$ cat config.mk
export PLATFORM = sky130hd
export DESIGN_NAME = delay_mem_arbiter_flat
export DESIGN_NICKNAME = d
export VERILOG_FILES = /design/src/rtl/delay_mem_arbiter_if.sv /design/src/rtl/delay_mem_arbiter.sv /design/src/flat_wrapper.sv
export SDC_FILE = /design/constraint.sdc
export NUM_CORES = 1
export LEC_CHECK = 0
export BUFFER_PORTS_ARGS = -buffer_cell sky130_fd_sc_hd__buf_2
export CORE_MARGIN = 10
export CORE_UTILIZATION = 47
export CTS_BUF_LIST = sky130_fd_sc_hd__clkbuf_2 sky130_fd_sc_hd__clkbuf_4 sky130_fd_sc_hd__clkbuf_8
export CTS_CLUSTER_DIAMETER = 60
export CTS_CLUSTER_SIZE = 12
export DETAILED_ROUTE_END_ITERATION = 16
export HOLD_SLACK_MARGIN = 0.1
export PLACE_DENSITY_LB_ADDON = 0.08
export SLEW_MARGIN = 20
export SYNTH_ARGS = -nofsm -noshare
export SYNTH_HDL_FRONTEND = slang
export SYNTH_SLANG_ARGS = --single-unit
$ cat constraint.sdc
create_clock -name clk_i -period 3.12 [get_ports clk_i]
set_input_delay 0.624 -clock clk_i [delete_from_list [all_inputs] [get_ports clk_i]]
set_output_delay 0.624 -clock clk_i [all_outputs]
set_load 0.005 [all_outputs]
$ cat src/rtl/delay_mem_arbiter_if.sv
// Bus bundle between the delay-line buffer controllers, the shared sample memory and the
// round-robin arbiter that owns the memory port.
interface delay_mem_arbiter_if #(
    parameter int unsigned NReq      = 4,
    parameter int unsigned DataWidth = 16,
    parameter int unsigned AddrWidth = 12
);
    localparam int unsigned IdWidth = $clog2(NReq);

    logic                      enable;
    logic [NReq-1:0]           req_write;
    logic [NReq-1:0]           req_read;
    logic [NReq*AddrWidth-1:0] req_write_addr;
    logic [NReq*DataWidth-1:0] req_write_data;
    logic [NReq*AddrWidth-1:0] req_read_addr;
    logic [NReq-1:0]           write_ack;
    logic [NReq-1:0]           read_valid;
    logic [DataWidth-1:0]      read_data;
    logic                      mem_write_enable;
    logic [AddrWidth-1:0]      mem_write_addr;
    logic [DataWidth-1:0]      mem_write_data;
    logic                      mem_read_enable;
    logic [AddrWidth-1:0]      mem_read_addr;
    logic [DataWidth-1:0]      mem_read_data;
    logic                      busy;
    logic [IdWidth-1:0]        grant_id;

    modport master (
        input  enable, req_write, req_read, req_write_addr, req_write_data, req_read_addr,
               mem_read_data,
        output write_ack, read_valid, read_data, mem_write_enable, mem_write_addr,
               mem_write_data, mem_read_enable, mem_read_addr, busy, grant_id
    );

    modport slave (
        output enable, req_write, req_read, req_write_addr, req_write_data, req_read_addr,
               mem_read_data,
        input  write_ack, read_valid, read_data, mem_write_enable, mem_write_addr,
               mem_write_data, mem_read_enable, mem_read_addr, busy, grant_id
    );
endinterface

$ cat src/rtl/delay_mem_arbiter.sv
// Round-robin arbiter giving each delay buffer controller an atomic write-then-read tenure
// on the shared sample memory (1-cycle synchronous read).
module delay_mem_arbiter #(
    parameter int unsigned NReq      = 4,
    parameter int unsigned DataWidth = 16,
    parameter int unsigned AddrWidth = 12
) (
    input logic                 clk_i,
    input logic                 reset_i,
    delay_mem_arbiter_if.master bus
);
    localparam int unsigned IdWidth = $clog2(NReq);

    typedef enum logic [2:0] {
        StIdle, StWrite, StReadIssue, StReadWait, StReadCap, StRelease
    } state_e;

    state_e               state_q, state_d;
    logic [IdWidth-1:0]   rr_q, rr_d, grant_q, grant_d, gnt;
    logic                 we_q, we_d, re_q, re_d, busy_q, busy_d, any_cand;
    logic [AddrWidth-1:0] wa_q, wa_d, ra_q, ra_d;
    logic [DataWidth-1:0] wd_q, wd_d, rd_q, rd_d;
    logic [NReq-1:0]      ack_q, ack_d, val_q, val_d, cand;

    logic [AddrWidth-1:0] wr_addr [NReq];
    logic [AddrWidth-1:0] rd_addr [NReq];
    logic [DataWidth-1:0] wr_data [NReq];

    for (genvar i = 0; i < NReq; i++) begin : g_unpack
        assign wr_addr[i] = bus.req_write_addr[i*AddrWidth +: AddrWidth];
        assign rd_addr[i] = bus.req_read_addr[i*AddrWidth +: AddrWidth];
        assign wr_data[i] = bus.req_write_data[i*DataWidth +: DataWidth];
    end

    // Walk offsets from far to near so the requester closest to rr_q wins.
    always_comb begin : p_grant
        logic [IdWidth:0]   sum;
        logic [IdWidth-1:0] idx;
        cand     = bus.req_write | bus.req_read;
        any_cand = |cand;
        gnt      = '0;
        sum      = '0;
        idx      = '0;
        for (int k = NReq - 1; k >= 0; k--) begin
            sum = {1'b0, rr_q} + (IdWidth + 1)'(k);
            if (sum >= (IdWidth + 1)'(NReq)) sum = sum - (IdWidth + 1)'(NReq);
            idx = IdWidth'(sum);
            if (cand[idx]) gnt = idx;
        end
    end

    always_ff @(posedge clk_i or posedge reset_i) begin
        if (reset_i) begin
            state_q <= StIdle;
        end else if (bus.enable) begin
            state_q <= state_d;
        end
    end

    always_comb begin
        state_d = state_q;
        unique case (state_q)
            StIdle: begin
                if (any_cand) state_d = bus.req_write[gnt] ? StWrite : StReadWait;
            end
            StWrite:     state_d = bus.req_read[grant_q] ? StReadIssue : StRelease;
            StReadIssue: state_d = StReadWait;
            StReadWait:  state_d = StReadCap;
            StReadCap:   state_d = StRelease;
            StRelease:   state_d = StIdle;
            default:     state_d = StIdle;
        endcase
    end

    always_comb begin
        grant_d = grant_q;
        rr_d    = rr_q;
        we_d    = 1'b0;
        re_d    = 1'b0;
        wa_d    = wa_q;
        wd_d    = wd_q;
        ra_d    = ra_q;
        rd_d    = rd_q;
        ack_d   = '0;
        val_d   = '0;
        unique case (state_q)
            StIdle: begin
                if (any_cand) begin
                    grant_d = gnt;
                    if (bus.req_write[gnt]) begin
                        wa_d = wr_addr[gnt];
                        wd_d = wr_data[gnt];
                        we_d = 1'b1;
                    end else begin
                        ra_d = rd_addr[gnt];
                        re_d = 1'b1;
                    end
                end
            end
            StWrite:     ack_d[grant_q] = 1'b1;
            StReadIssue: begin
                ra_d = rd_addr[grant_q];
                re_d = 1'b1;
            end
            StReadCap: begin
                rd_d           = bus.mem_read_data;
                val_d[grant_q] = 1'b1;
            end
            StRelease:   rr_d = (grant_q == IdWidth'(NReq - 1)) ? '0 : grant_q + 1'b1;
            default:     ;
        endcase
        busy_d = (state_d != StIdle);
    end

    always_ff @(posedge clk_i or posedge reset_i) begin
        if (reset_i) begin
            rr_q    <= '0;
            grant_q <= '0;
            we_q    <= 1'b0;
            re_q    <= 1'b0;
            busy_q  <= 1'b0;
            wa_q    <= '0;
            wd_q    <= '0;
            ra_q    <= '0;
            rd_q    <= '0;
            ack_q   <= '0;
            val_q   <= '0;
        end else if (bus.enable) begin
            rr_q    <= rr_d;
            grant_q <= grant_d;
            we_q    <= we_d;
            re_q    <= re_d;
            busy_q  <= busy_d;
            wa_q    <= wa_d;
            wd_q    <= wd_d;
            ra_q    <= ra_d;
            rd_q    <= rd_d;
            ack_q   <= ack_d;
            val_q   <= val_d;
        end
    end

    // A stalled cycle holds every register; strobes and pulses are masked so they fire once.
    assign bus.write_ack        = ack_q & {NReq{bus.enable}};
    assign bus.read_valid       = val_q & {NReq{bus.enable}};
    assign bus.mem_write_enable = we_q & bus.enable;
    assign bus.mem_read_enable  = re_q & bus.enable;
    assign bus.mem_write_addr   = wa_q;
    assign bus.mem_write_data   = wd_q;
    assign bus.mem_read_addr    = ra_q;
    assign bus.read_data        = rd_q;
    assign bus.busy             = busy_q;
    assign bus.grant_id         = grant_q;
endmodule

$ cat src/flat_wrapper.sv
// flat-port wrapper written by rule: the top's interface ports become plain ports
module delay_mem_arbiter_flat 
#(
    parameter int unsigned NReq      = 4,
    parameter int unsigned DataWidth = 16,
    parameter int unsigned AddrWidth = 12
)
  (clk_i, reset_i, bus_enable, bus_req_write, bus_req_read, bus_req_write_addr, bus_req_write_data, bus_req_read_addr, bus_mem_read_data, bus_write_ack, bus_read_valid, bus_read_data, bus_mem_write_enable, bus_mem_write_addr, bus_mem_write_data, bus_mem_read_enable, bus_mem_read_addr, bus_busy, bus_grant_id);
  delay_mem_arbiter_if #(.NReq(NReq), .DataWidth(DataWidth), .AddrWidth(AddrWidth)) bus_i ();
  input logic clk_i;
  input logic reset_i;
  input wire logic [$bits(bus_i.enable)-1:0] bus_enable;
  input wire logic [$bits(bus_i.req_write)-1:0] bus_req_write;
  input wire logic [$bits(bus_i.req_read)-1:0] bus_req_read;
  input wire logic [$bits(bus_i.req_write_addr)-1:0] bus_req_write_addr;
  input wire logic [$bits(bus_i.req_write_data)-1:0] bus_req_write_data;
  input wire logic [$bits(bus_i.req_read_addr)-1:0] bus_req_read_addr;
  input wire logic [$bits(bus_i.mem_read_data)-1:0] bus_mem_read_data;
  output wire logic [$bits(bus_i.write_ack)-1:0] bus_write_ack;
  output wire logic [$bits(bus_i.read_valid)-1:0] bus_read_valid;
  output wire logic [$bits(bus_i.read_data)-1:0] bus_read_data;
  output wire logic [$bits(bus_i.mem_write_enable)-1:0] bus_mem_write_enable;
  output wire logic [$bits(bus_i.mem_write_addr)-1:0] bus_mem_write_addr;
  output wire logic [$bits(bus_i.mem_write_data)-1:0] bus_mem_write_data;
  output wire logic [$bits(bus_i.mem_read_enable)-1:0] bus_mem_read_enable;
  output wire logic [$bits(bus_i.mem_read_addr)-1:0] bus_mem_read_addr;
  output wire logic [$bits(bus_i.busy)-1:0] bus_busy;
  output wire logic [$bits(bus_i.grant_id)-1:0] bus_grant_id;
  assign bus_i.enable = bus_enable;
  assign bus_i.req_write = bus_req_write;
  assign bus_i.req_read = bus_req_read;
  assign bus_i.req_write_addr = bus_req_write_addr;
  assign bus_i.req_write_data = bus_req_write_data;
  assign bus_i.req_read_addr = bus_req_read_addr;
  assign bus_i.mem_read_data = bus_mem_read_data;
  assign bus_write_ack = bus_i.write_ack;
  assign bus_read_valid = bus_i.read_valid;
  assign bus_read_data = bus_i.read_data;
  assign bus_mem_write_enable = bus_i.mem_write_enable;
  assign bus_mem_write_addr = bus_i.mem_write_addr;
  assign bus_mem_write_data = bus_i.mem_write_data;
  assign bus_mem_read_enable = bus_i.mem_read_enable;
  assign bus_mem_read_addr = bus_i.mem_read_addr;
  assign bus_busy = bus_i.busy;
  assign bus_grant_id = bus_i.grant_id;
  delay_mem_arbiter #(.NReq(NReq), .DataWidth(DataWidth), .AddrWidth(AddrWidth)) u_core (.clk_i(clk_i), .reset_i(reset_i), .bus(bus_i));
endmodule
Word-level counts from Yosys, hierarchy flattened --
Index checks and enable logic that the tools add are counted.
Word-level totals: bits in registers 74, input bits 187, output and inout port bits 69, logic and storage cells 108
Cells by class: add/sub/neg operators 8, order comparisons 13, equality and inequality tests 8, multiplexer cells 50, bitwise logic cells 7, reductions and logical operators 10
Operators by type and width (count):
- $mux W12 | 8
- $bmux W12 S2 | 3
- $bmux W16 S2 | 1
- $mux W16 | 2
- $pmux W12 S2 | 1
- $mux W2 | 10
- $lt A2 B3 Y1 const B | 6
- $ge A3 B3 Y1 const B | 5
- $pmux W3 S5 | 1
- $bmux W1 S2 | 6
- $mux W1 | 12
- $and A4 B4 Y4 | 2
- $mux W4 | 2
- $reduce_and A4 Y1 | 2
- $sub A2 B1 Y2 const B | 4
- $add A2 B2 Y3 const B | 2
- $eq A3 B2 Y1 const B | 2
- $eq A3 B3 Y1 const B | 2
- $mux W3 | 2
- $not A2 Y3 | 2
- $or A4 B4 Y4 | 1
- $reduce_and A2 Y1 | 2
- $reduce_or A4 Y1 | 1
- $add A2 B1 Y3 const B | 1
- 15 further kinds | 16

Logic depth before layout (Yosys ltp) --
Gate-level depths: netlist (run 1).
depth after elaboration 16, gate-level depth with buffers 9, mapped depth without buffers 6

Least setup slack after synthesis (run 1) --
OpenSTA, ideal clock, no wires.
path kind in2reg, start point input bus_req_read[1], end point register u_core.wa_q[11] (netlist: u_core.bus.mem_write_addr[11]), library setup time 125 ps, data arrival time 2770 ps, data required time 2995 ps, slack 226 ps, stages on the path 9, buffers on the path 3, path through or4_4 o2111a_1 buf_6 nor2_4 mux2i_1 o22a_1 buf_2 buf_2 mux2_2
Between the ends: longest elaborated chain between the ends 11, elaborated cells between the ends (all ways) 21, those cells by class mux (17); bitwise (2); reduce/logical (2)
Ends and longest elaborated chain:
- start, declared | line flat_wrapper.sv:14 | input wire logic [$bits(bus_i.req_read)-1:0] bus_req_read;
- $or A4 B4 Y4 (*) | line delay_mem_arbiter.sv:39 | cand = bus.req_write | bus.req_read;
- $bmux W1 S2 | line delay_mem_arbiter.sv:48 | if (cand[idx]) gnt = idx;
- $mux W1 (implied by the code) | line delay_mem_arbiter.sv:48
- $mux W2 (4 in series) | line delay_mem_arbiter.sv:48
- $not A2 Y3 (implied by the code) | line delay_mem_arbiter.sv:91 | wa_d = wr_addr[gnt];
- $bmux W12 S2 | line delay_mem_arbiter.sv:91
- $mux W12 (implied by the code) (2 in series) | line delay_mem_arbiter.sv:91
- end signal, assigned | line delay_mem_arbiter.sv:134 | wa_q <= wa_d;
- end, declared | line delay_mem_arbiter.sv:21 | logic [AddrWidth-1:0] wa_q, wa_d, ra_q, ra_d;
Every way passes the cells marked *; elsewhere a longest branch is shown, timed or not. The select of a mux whose other input is x is not followed. A chain may end at the register's enable or synchronous reset.

Worst setup path after layout (run 1) --
start point input bus_req_read[1], end point register u_core.ra_q[10] (netlist: u_core.bus.mem_read_addr[10])
Between the ends: longest elaborated chain between the ends 14, elaborated cells between the ends (all ways) 26, those cells by class eq/ne (2); mux (20); bitwise (2); reduce/logical (2)
Ends and longest elaborated chain:
- $or A4 B4 Y4 (*) | line delay_mem_arbiter.sv:39
- $bmux W1 S2 | line delay_mem_arbiter.sv:48
- $mux W1 (implied by the code) | line delay_mem_arbiter.sv:48
- $mux W2 (4 in series) | line delay_mem_arbiter.sv:48
- $not A2 Y3 (implied by the code) | line delay_mem_arbiter.sv:95 | ra_d = rd_addr[gnt];
- $bmux W12 S2 | line delay_mem_arbiter.sv:95
- $mux W12 (implied by the code) (2 in series) | line delay_mem_arbiter.sv:95
- $mux W12 | line delay_mem_arbiter.sv:90 | if (bus.req_write[gnt]) begin
- $mux W12 | line delay_mem_arbiter.sv:88 | if (any_cand) begin
- $pmux W12 S2 | line delay_mem_arbiter.sv:86 | unique case (state_q)
- end signal, assigned | line delay_mem_arbiter.sv:136 | ra_q <= ra_d;
- end, declared | line delay_mem_arbiter.sv:21
Marks and branches as above.

==> flow_summary.json, run 1 <==
{
  "tightest_slew_ns": 0.6750,
  "post-place-cells": 817,
  "met2_length_um": 8058,
  "worst_path_largest_cell_delay_ns": 0.54,
  "worst-path-stages": 7,
  "grt_pass1_vias": 4959,
  "status": "complete, no violations",
  "place_hpwl_um": 13040,
  "clk_pin_slew_worst_paths_ns": 0.08,
  "cts_setup_buffers": 0,
  "most_common_cell_in_the_synthesized_netlist": "sky130_fd_sc_hd__mux2i_1",
  "dieWidth_um": 122,
  "setup_viol": 0,
  "worst_setup_path_start_kind": "input port",
  "worstPathCellList": "buf_2, or4_4, o2111a_1, nor4_1, a2111o_1, o311a_2, mux2_2",
  "floorplan.rows": 37,
  "finalHoldViolations": 0,
  "synthDominantAreaCellType": "sky130_fd_sc_hd__dfrtp_1",
  "min_period_over_period": 0.9017,
  "portBuffers": 255,
  "grt_start_max_net_pins": 41,
  "wl_met1_um": 6003,
  "synthAdderAreaFrac": 0.01024,
  "synth_top_family_by_area": "multiplexers",
  "routed_length_on_met3_um": 1984,
  "reg2reg_from": "u_core.rr_q[0]$_DFFE_PP0P_",
  "crit_required_ns": 3.35,
  "timing_max_transition_violations_final": 0,
  "start_util": 0.4779,
  "number_of_nets_in_the_synthesized_netlist": 635,
  "drc": 0,
  "power_per_cell_area_nw_per_um2": 866.5,
  "number_of_enable_flip_flop_cells_after_synthesis": 0,
  "cts.repair.resized": 0,
  "first_iter_violations": 302,
  "antenna_found_initial": 0,
  "final_period_minus_worst_setup_slack_ns": 2.813,
  "leakage_nw": 3.386,
  "worst-r2r-cell-count": 6,
  "route.final.wire_length_um": 16270,
  "crit_start": "bus_req_read[1]",
  "diodes": 0,
  "groute.usage.overall": 0.2099,
  "htreeDepth": 3,
  "post_synth_most_frequent_cells": "sky130_fd_sc_hd__mux2i_1, sky130_fd_sc_hd__dfrtp_1, sky130_fd_sc_hd__mux2_2",
  "fp.dieH_um": 122,
  "first_pass_iters": 4,
  "critical_path.endpoint": "u_core.bus.mem_read_addr[10]$_DFFE_PP0P_",
  "cts_tree": "done",
  "finalSetupTns_ns": 0,
  "synth.ff_latch_count": 74,
  "dominantRegCellSynth": "sky130_fd_sc_hd__dfrtp_1",
  "critPathCaptureType": "flop",
  "timing.clock.skew_ns": 0.009618,
  "antenna_left": 0,
  "globalplace.congestion": 0.8644,
  "worst_ep_arrival_time_ns": 3.04,
  "crit_fanout": 13,
  "ios": 256,
  "finish.net_count": 883,
  "finish.utilization": 0.6385,
  "synth.distinct_cells": 43,
  "synthTopCellsByArea": "sky130_fd_sc_hd__dfrtp_1, sky130_fd_sc_hd__mux2i_1, sky130_fd_sc_hd__mux2_2",
  "design.die.area_sq_um": 14880,
  "global_route_wire_length_before_repair_um": 25210,
  "detail_route.vias_per_cell": 5.451,
  "synth_top_area_frac": 0.3787,
  "sum_of_overflow_across_all_layers_after_global_routing": 0,
  "synth_compound_gate_area_share": 0.1003,
  "syn_area_sq_um": 4890,
  "design.core.area_sq_um": 10230,
  "clk-insertion-delay-late_ns": 0.34,
  "ir_drop_mv": 0.4772,
  "fin_worst_hold_slack_ns": 0.2363,
  "synthCells": 444,
  "regToRegEndpoint": "u_core.bus.mem_read_addr[10]$_DFFE_PP0P_",
  "wire_per_inst_um": 19.53,
  "maxUsedRoutingLayer": "met4",
  "synth-simple-area-share": 0.08828,
  "growth_of_design_area_from_synthesis_to_finish_pct": 33.60,
  "unrepaired_setup_endpoints_after_global_routing": "no",
  "crit_buf_inv": 1,
  "fraction_of_layout_instances_using_a_drive_strength_above_1": 0.5208,
  "timing_worst_setup_path_type": "input port to flop",
  "post_synth_mux_area_share": 0.3762,
  "post_cts_hold_buffer_count": 0,
  "finish.cell_count_without_fillers": 833,
  "synthArstFlopShare": 1.000,
  "synth_xor_area_frac": 0,
  "cts.root.buffer_cell": "sky130_fd_sc_hd__clkbuf_8",
  "rrSetupSlack_ns": 0.61,
  "dr_total_vias": 4541,
  "maxCapViolations": 0,
  "worst_hold_path_type": "input port to async pin",
  "syn_area_per_cell_sq_um": 11.01,
  "clockBufferDepth": 2,
  "critical_path.top_delay_family": "simple AND/OR/NAND/NOR gates",
  "critical_path.slowest_cell": "sky130_fd_sc_hd__or4_4",
  "maximum_clock_frequency_mhz": 355.5,
  "yosys_warnings": 0,
  "numCtsBuffers": 9,
  "slew_headroom": 0.5458,
  "synth-seq-area-share": 0.3787,
  "clock_sink_count": 74
}
==> cell families after synthesis <==
family | count (synthesis)
AOI/OAI and AO/OA | 72
adders and majority gates | 4
buffers and inverters | 49
DFF | 74
muxes | 157
and+or+nand+nor | 88
==> power breakdown <==
part	switching [mW]	internal (mW)
clock	0.379	0.405
sequential	0.299	1.40
combinational	1.53	1.64
==> metal layers <==
| layer | vias up | global-route usage |
|---|---|---|
| met1 | 2148 | 0.2385 |
| met4 | 0 | 0.04545 |
| met3 | 23 | 0.09574 |
| met2 | 245 | 0.3546 |
| met5 | - | 0 |
| li1 | 2125 | - |
==> through the flow <==
| stage | worst slack (ns) | area [sq um] | total power [mW] |
|---|---|---|---|
| floorplan | 0.2256 | 4890 | 3.838 |
| global placement | 0.1626 | 6325 | 4.825 |
| detailed placement | 0.01646 | 6325 | 4.926 |
| CTS | 0.3453 | 6533 | 5.727 |
| global route | 0.2401 | 6533 | 6.087 |
| finish | 0.3068 | 6533 | 5.660 |
==> sequential cells by signal, summed over array words and instances, names as in the netlist <==
signal	count
u_core.bus.mem_write_data	16
u_core.bus.read_data	16
u_core.bus.mem_read_addr	12
u_core.bus.mem_write_addr	12
u_core.ack_q	4
u_core.val_q	4
u_core.state_q	3
u_core.bus.grant_id	2
u_core.rr_q	2
u_core.bus.busy	1
u_core.re_q	1
u_core.we_q	1
==> worst min-delay path by stage <==
stage / startpoint / to / slack (ns)
6_report: reset_i / u_core.bus.read_data[7]$_DFFE_PP0P_ / 0.24
4_1_cts: reset_i / u_core.bus.read_data[15]$_DFFE_PP0P_ / 0.24
2_1_floorplan: u_core.re_q$_DFFE_PP0P_ / u_core.re_q$_DFFE_PP0P_ / 0.45
3_5_place_dp: u_core.re_q$_DFFE_PP0P_ / u_core.re_q$_DFFE_PP0P_ / 0.46
5_1_grt: reset_i / u_core.bus.read_data[5]$_DFFE_PP0P_ / 0.25
3_3_place_gp: u_core.re_q$_DFFE_PP0P_ / u_core.re_q$_DFFE_PP0P_ / 0.46
==> layout by cell type, fill, tap and decap left out, drive strengths merged, types with 3 or more instances in the layout <==
cell and count:
buf 271, mux4 13, o21ai 12, clkbuf 11
or2 3, nor2 31, mux2i 87, a211oi 24
o22ai 4, inv 15, ha 4, a21oi 15
nor3b 13, nand2 30, dfrtp 74, mux2 57
==> area by class of cell <==
type | instances | area (sq um)
clock buffer | 11 | 145.1
inverter | 15 | 57.56
clock inverter | 5 | 62.56
timing repair buffer | 271 | 1421
multi-input combinational | 321 | 2824
fill | 896 | 3699
tap | 136 | 170.2
sequential | 74 | 1852
No activity file was read; power rests on OpenSTA's default activity.
==> run 2, diff against run 1 <==
CORE_ASPECT_RATIO = 1.4   (was unset)
==> run 2 against run 1 <==
  * Clock skew up 0.0015 ns
  * Non-clock buffer count shrank 3
  * Wire length down 2.2%
==> flow_summary.json, run 2 (synthesized netlist as in run 1, its figures left out) <==
{
  "cts_setup_buffers": 0,
  "drc": 0,
  "regArea_sq_um": 1852,
  "unrepaired_setup_endpoints_after_global_routing": "no",
  "design.core.area_sq_um": 10290,
  "finalSetupTns_ns": 0,
  "antenna_left": 0,
  "status": "complete, no violations",
  "cts.root.buffer_cell": "sky130_fd_sc_hd__clkbuf_8",
  "globalplace.congestion": 0.8459,
  "fill_cells": 911,
  "setup_viol": 0,
  "ir_drop_mv": 0.3835,
  "cts.repair.resized": 0,
  "start_util": 0.4750,
  "maximum_clock_frequency_mhz": 370.7,
  "place_hpwl_um": 12680,
  "grt_start_max_net_pins": 75,
  "multi_input_area_sq_um": 2824,
  "numCtsBuffers": 9,
  "design.die.area_sq_um": 14940,
  "worst_setup_path_start_kind": "input port",
  "dr_total_vias": 4499,
  "clockBufferDepth": 2,
  "leakage_nw": 3.396,
  "grt_pass1_vias": 4959,
  "crit_fanout": 13,
  "tightest_slew_ns": 0.8281,
  "global_route_wire_length_before_repair_um": 25010,
  "worst_ep_arrival_time_ns": 2.94,
  "timing_max_transition_violations_final": 0,
  "sum_of_overflow_across_all_layers_after_global_routing": 0,
  "crit_required_ns": 3.36,
  "fp.dieH_um": 140.7,
  "timing_worst_setup_path_type": "input port to flop",
  "growth_of_design_area_from_synthesis_to_finish_pct": 34.14,
  "detail_route.vias_per_cell": 5.394,
  "antenna_found_initial": 3,
  "dieWidth_um": 106.2,
  "worst_hold_path_type": "input port to async pin",
  "first_pass_iters": 5,
  "final_period_minus_worst_setup_slack_ns": 2.698,
  "floorplan.rows": 44,
  "finish.net_count": 880,
  "clock_sink_count": 74,
  "clk-insertion-delay-late_ns": 0.36,
  "fraction_of_layout_instances_using_a_drive_strength_above_1": 0.5187,
  "timing.clock.skew_ns": 0.01110,
  "first_iter_violations": 152,
  "wire_per_inst_um": 19.08,
  "cts_tree": "done",
  "layout_common_cells": "sky130_fd_sc_hd__buf_2, sky130_fd_sc_hd__mux2i_1, sky130_fd_sc_hd__dfrtp_1",
  "finalHoldViolations": 0,
  "groute.usage.overall": 0.2091,
  "min_period_over_period": 0.8647,
  "route.final.wire_length_um": 15910,
  "htreeDepth": 3,
  "critPathCaptureType": "flop",
  "power_per_cell_area_nw_per_um2": 870.5,
  "post_cts_hold_buffer_count": 0,
  "ios": 256,
  "fin_worst_hold_slack_ns": 0.3408,
  "portBuffers": 255,
  "most_frequent_standard_cell_in_the_layout_excluding_fill_and_tap_cells": "sky130_fd_sc_hd__buf_2",
  "clk_pin_slew_worst_paths_ns": 0.07,
  "maxCapViolations": 0,
  "slew_headroom": 0.4479
}
==> run 2: cell types whose count changed in the layout (fill, tap and decap cells not counted), moves of 2 or more <==
cell / delta
sky130_fd_sc_hd__buf_4: -5
sky130_fd_sc_hd__clkbuf_8: +3
sky130_fd_sc_hd__buf_12: +2
sky130_fd_sc_hd__clkinvlp_4: -2
sky130_fd_sc_hd__diode_2: +2
==> run 2: worst paths after layout <==
kind | cells past startpoint | to | slack [ns] | startpoint
setup reg to reg | 5 | u_core.bus.mem_read_addr[6]$_DFFE_PP0P_ | 0.72 | u_core.rr_q[1]$_DFFE_PP0P_
max in group asynchronous | 3 | u_core.bus.mem_read_addr[6]$_DFFE_PP0P_ | 2.48 | reset_i
setup / recovery | 7 | u_core.bus.mem_read_addr[9]$_DFFE_PP0P_ | 0.42 | bus_req_read[1]
hold / removal | 3 | u_core.bus.mem_write_data[13]$_DFFE_PP0P_ | 0.34 | reset_i
hold reg to reg | 1 | u_core.re_q$_DFFE_PP0P_ | 0.48 | u_core.re_q$_DFFE_PP0P_
min in group clk_i | 1 | u_core.re_q$_DFFE_PP0P_ | 0.48 | u_core.re_q$_DFFE_PP0P_
==> run 2: through the flow <==
step	power, mW	setup slack (ns)	area, sq um	cells	util
after floorplan	3.838	0.2256	4890	444	-
after global placement	4.858	0.1786	6330	816	0.6149
after detailed placement	4.950	0.07931	6330	816	0.6149
after CTS	5.783	0.4692	6554	832	0.6366
after global routing	6.141	0.3699	6554	832	0.6366
final	5.709	0.4222	6559	834	0.6371
==> run 2: area by class of cell <==
type                       instances  share of cell area
multi-input combinational        321              0.4306
timing repair buffer             268              0.2171
sequential                        74              0.2823
antenna                            2           0.0007631
clock buffer                      15             0.02957
clock inverter                     1            0.004578
inverter                          15            0.008775
tap                              138             0.02633
==> run 2: report_power, final <==
part	total [mW]	internal (mW)	switching (mW)
logic	3.15	1.66	1.49
clock network	0.814	0.475	0.339
registers	1.74	1.40	0.339
total	5.71	3.54	2.17
==> run 2: metal layers <==
metal,GRT usage,vias up,part of all wire,routed length [um]
met1,0.2135,2122,0.37,5880
met2,0.3708,212,0.51,8194
li1,-,2128,-,-
met3,0.07482,35,0.082,1300
met4,0.09650,2,0.033,522
met5,0,-,0.00082,13
==> run 2: worst max-delay path, cell delays in order <==
cell and delay (ns):
sky130_fd_sc_hd__buf_2 0.12, sky130_fd_sc_hd__or4_4 0.54, sky130_fd_sc_hd__o2111a_1 0.21, sky130_fd_sc_hd__nor4_1 0.42, sky130_fd_sc_hd__a2111o_1 0.16, sky130_fd_sc_hd__o311a_2 0.46, sky130_fd_sc_hd__mux2_2 0.39
==> run 3, diff against run 2 <==
RECOVER_POWER = 100   (was unset)
==> run 3 against run 2 <==
  * The flow now finishes with violations (max-capacitance violations, max-slew violations)
  * Sequential power is essentially flat
  * Clock skew is essentially flat
  * Critical endpoint is now u_core.bus.mem_write_addr[5]$_DFFE_PP0P_
  * Setup slack got worse by 0.10 ns
  * Combinational power shrank 6.3%
  * Wire length is 0.35% lower
  * Register-to-register slack got worse by 0.06 ns
  * Final area is 2.5% lower
  * Largest power group unchanged
  * Highest routed layer unchanged
  * Sequential cell count did not move
  * First-iteration DRC count down 8.6%
  * Sequential share of layout area grew 0.72 points
==> flow_summary.json, run 3 (synthesized netlist as in run 1, its figures left out) <==
{
  "status": "finished, violations left",
  "violations": "max-capacitance violations, max-slew violations",
  "holdPathEnd": "u_core.re_q$_DFFE_PP0P_",
  "first_pass_iters": 4,
  "crit_buf_inv": 2,
  "design.core.area_sq_um": 10290,
  "finalHoldViolations": 0,
  "maxCapViolations": 1,
  "drc": 0,
  "rrSetupSlack_ns": 0.66,
  "worst_ep_arrival_time_ns": 3.04,
  "dr_total_vias": 4480,
  "fp.dieH_um": 140.7,
  "first_iter_violations": 139,
  "start_util": 0.4750,
  "post_cts_hold_buffer_count": 0,
  "wire_per_inst_um": 19.01,
  "regArea_sq_um": 1852,
  "hold_path_depth": 1,
  "groute.usage.overall": 0.2091,
  "htreeDepth": 3,
  "fill_cells": 972,
  "fraction_of_layout_instances_using_a_drive_strength_above_1": 0.4035,
  "fin_area_sq_um": 6395,
  "timing_max_transition_violations_final": 75,
  "setup_viol": 0,
  "postLayoutSetupSlackWorst_ns": 0.3180,
  "dieWidth_um": 106.2,
  "numCtsBuffers": 9,
  "finish.net_count": 880,
  "floorplan.rows": 44,
  "clock_sink_count": 74,
  "worstPathCellList": "clkbuf_1, or4_1, o2111a_1, nor2_4, mux2i_1, o22a_1, clkbuf_4, mux2_2",
  "globalplace.congestion": 0.8459,
  "grt_pass1_vias": 4959,
  "worst_path_largest_cell_delay_ns": 0.57,
  "cts_tree": "done",
  "detail_route.vias_per_cell": 5.372,
  "sum_of_overflow_across_all_layers_after_global_routing": 0,
  "clk-insertion-delay-late_ns": 0.36,
  "gr-usage-met1": 0.2135,
  "route.final.wire_length_um": 15860,
  "crit_fanout": 28,
  "critPathCaptureType": "flop",
  "timing.clock.skew_ns": 0.01139,
  "regToRegEndpoint": "u_core.bus.mem_write_addr[6]$_DFFE_PP0P_",
  "timing_worst_setup_path_type": "input port to flop",
  "post_dp_cell_area_sq_um": 6330,
  "unrepaired_setup_endpoints_after_global_routing": "no",
  "power_mw": 5.505,
  "worst-r2r-cell-count": 6,
  "leakage_nw": 3.127,
  "finalSetupTns_ns": 0,
  "worst_setup_path_start_kind": "input port",
  "min_period_over_period": 0.8981,
  "hp-start": "u_core.re_q$_DFFE_PP0P_",
  "ios": 256,
  "clk_pin_slew_worst_paths_ns": 0.07,
  "design.die.area_sq_um": 14940,
  "critical_path.slowest_cell": "sky130_fd_sc_hd__or4_1",
  "global_routing_s_busiest_layer": "met2",
  "antenna_left": 0,
  "power_per_cell_area_nw_per_um2": 860.8,
  "cts.repair.resized": 0,
  "antenna_found_initial": 3,
  "growth_of_design_area_from_synthesis_to_finish_pct": 30.78,
  "place_worst_setup_slack_ns": 0.07931,
  "portBuffers": 255,
  "global_route_wire_length_before_repair_um": 25010,
  "critical_path.top_delay_family": "simple AND/OR/NAND/NOR gates",
  "final_period_minus_worst_setup_slack_ns": 2.802,
  "tightest_slew_ns": 1.809,
  "cts.root.buffer_cell": "sky130_fd_sc_hd__clkbuf_8",
  "slew_headroom": -0.2062,
  "reg2reg_from": "u_core.state_q[0]$_DFFE_PP0P_",
  "multi_input_area_sq_um": 2781,
  "grt_start_max_net_pins": 75,
  "crit_required_ns": 3.36,
  "groute.layer.met3.usage": 0.07482,
  "worst_hold_path_type": "flop to flop",
  "grtUsageMet2": 0.3708,
  "place_hpwl_um": 12680,
  "clockBufferDepth": 2,
  "most_frequent_standard_cell_in_the_layout_excluding_fill_and_tap_cells": "sky130_fd_sc_hd__buf_2",
  "maximum_clock_frequency_mhz": 356.9,
  "cts_setup_buffers": 0,
  "ir_drop_mv": 0.3808,
  "layout_common_cells": "sky130_fd_sc_hd__buf_2, sky130_fd_sc_hd__mux2i_1, sky130_fd_sc_hd__dfrtp_1"
}
-- run 3: area by class of cell --
type                    instances  area share
multi-input cells             321      0.4349
clock buffers                  15     0.03033
well taps                     138     0.02700
clock inverters                 1    0.004696
inverters                      15    0.009000
diodes                          2   0.0007826
flip-flops and latches         74      0.2896
repair buffers                268      0.2037
-- run 3: worst max-delay path by stage --
stage,slack [ns],cells past startpoint,from,endpoint
global route,0.20,8,bus_req_write[1],u_core.bus.mem_write_addr[5]$_DFFE_PP0P_
CTS,0.47,7,bus_req_read[1],u_core.bus.mem_read_addr[9]$_DFFE_PP0P_
global placement,0.18,7,bus_req_read[1],u_core.bus.mem_read_addr[10]$_DFFE_PP0P_
floorplan,0.23,9,bus_req_read[1],u_core.bus.mem_write_addr[11]$_DFFE_PP0P_
detailed placement,0.08,7,bus_req_read[1],u_core.bus.mem_read_addr[9]$_DFFE_PP0P_
finish,0.32,8,bus_req_write[1],u_core.bus.mem_write_addr[5]$_DFFE_PP0P_
-- run 3: where the power goes --
part | leakage [nW] | switching [mW] | internal, mW
clock | 0.117 | 0.339 | 0.475
combinational | 2.11 | 1.47 | 1.47
sequential | 0.905 | 0.342 | 1.40
total | 3.13 | 2.15 | 3.35
-- run 3: metal layers --
metal  wire [um]  share of wire
met5          13        0.00082
met3        1243          0.078
met2        8262           0.52
met1        5811           0.37
met4         524          0.033
-- run 3: metrics by stage --
step / util / hold WS, ns / instances
2_1_floorplan: - / 0.4458 / 444
3_5_place_dp: 0.6149 / 0.4634 / 816
3_3_place_gp: 0.6149 / 0.4579 / 816
4_1_cts: 0.6366 / 0.3443 / 832
6_report: 0.6212 / 0.4761 / 834
5_1_grt: 0.6207 / 0.4764 / 832
-- run 3: worst reg2reg max path: stages (launching register included) --
cell	delay, ns
sky130_fd_sc_hd__dfrtp_1	0.46
sky130_fd_sc_hd__nand2b_1	0.23
sky130_fd_sc_hd__nor4_1	0.56
sky130_fd_sc_hd__nand2_1	0.20
sky130_fd_sc_hd__o22a_1	0.21
sky130_fd_sc_hd__clkbuf_4	0.30
sky130_fd_sc_hd__mux2_1	0.39
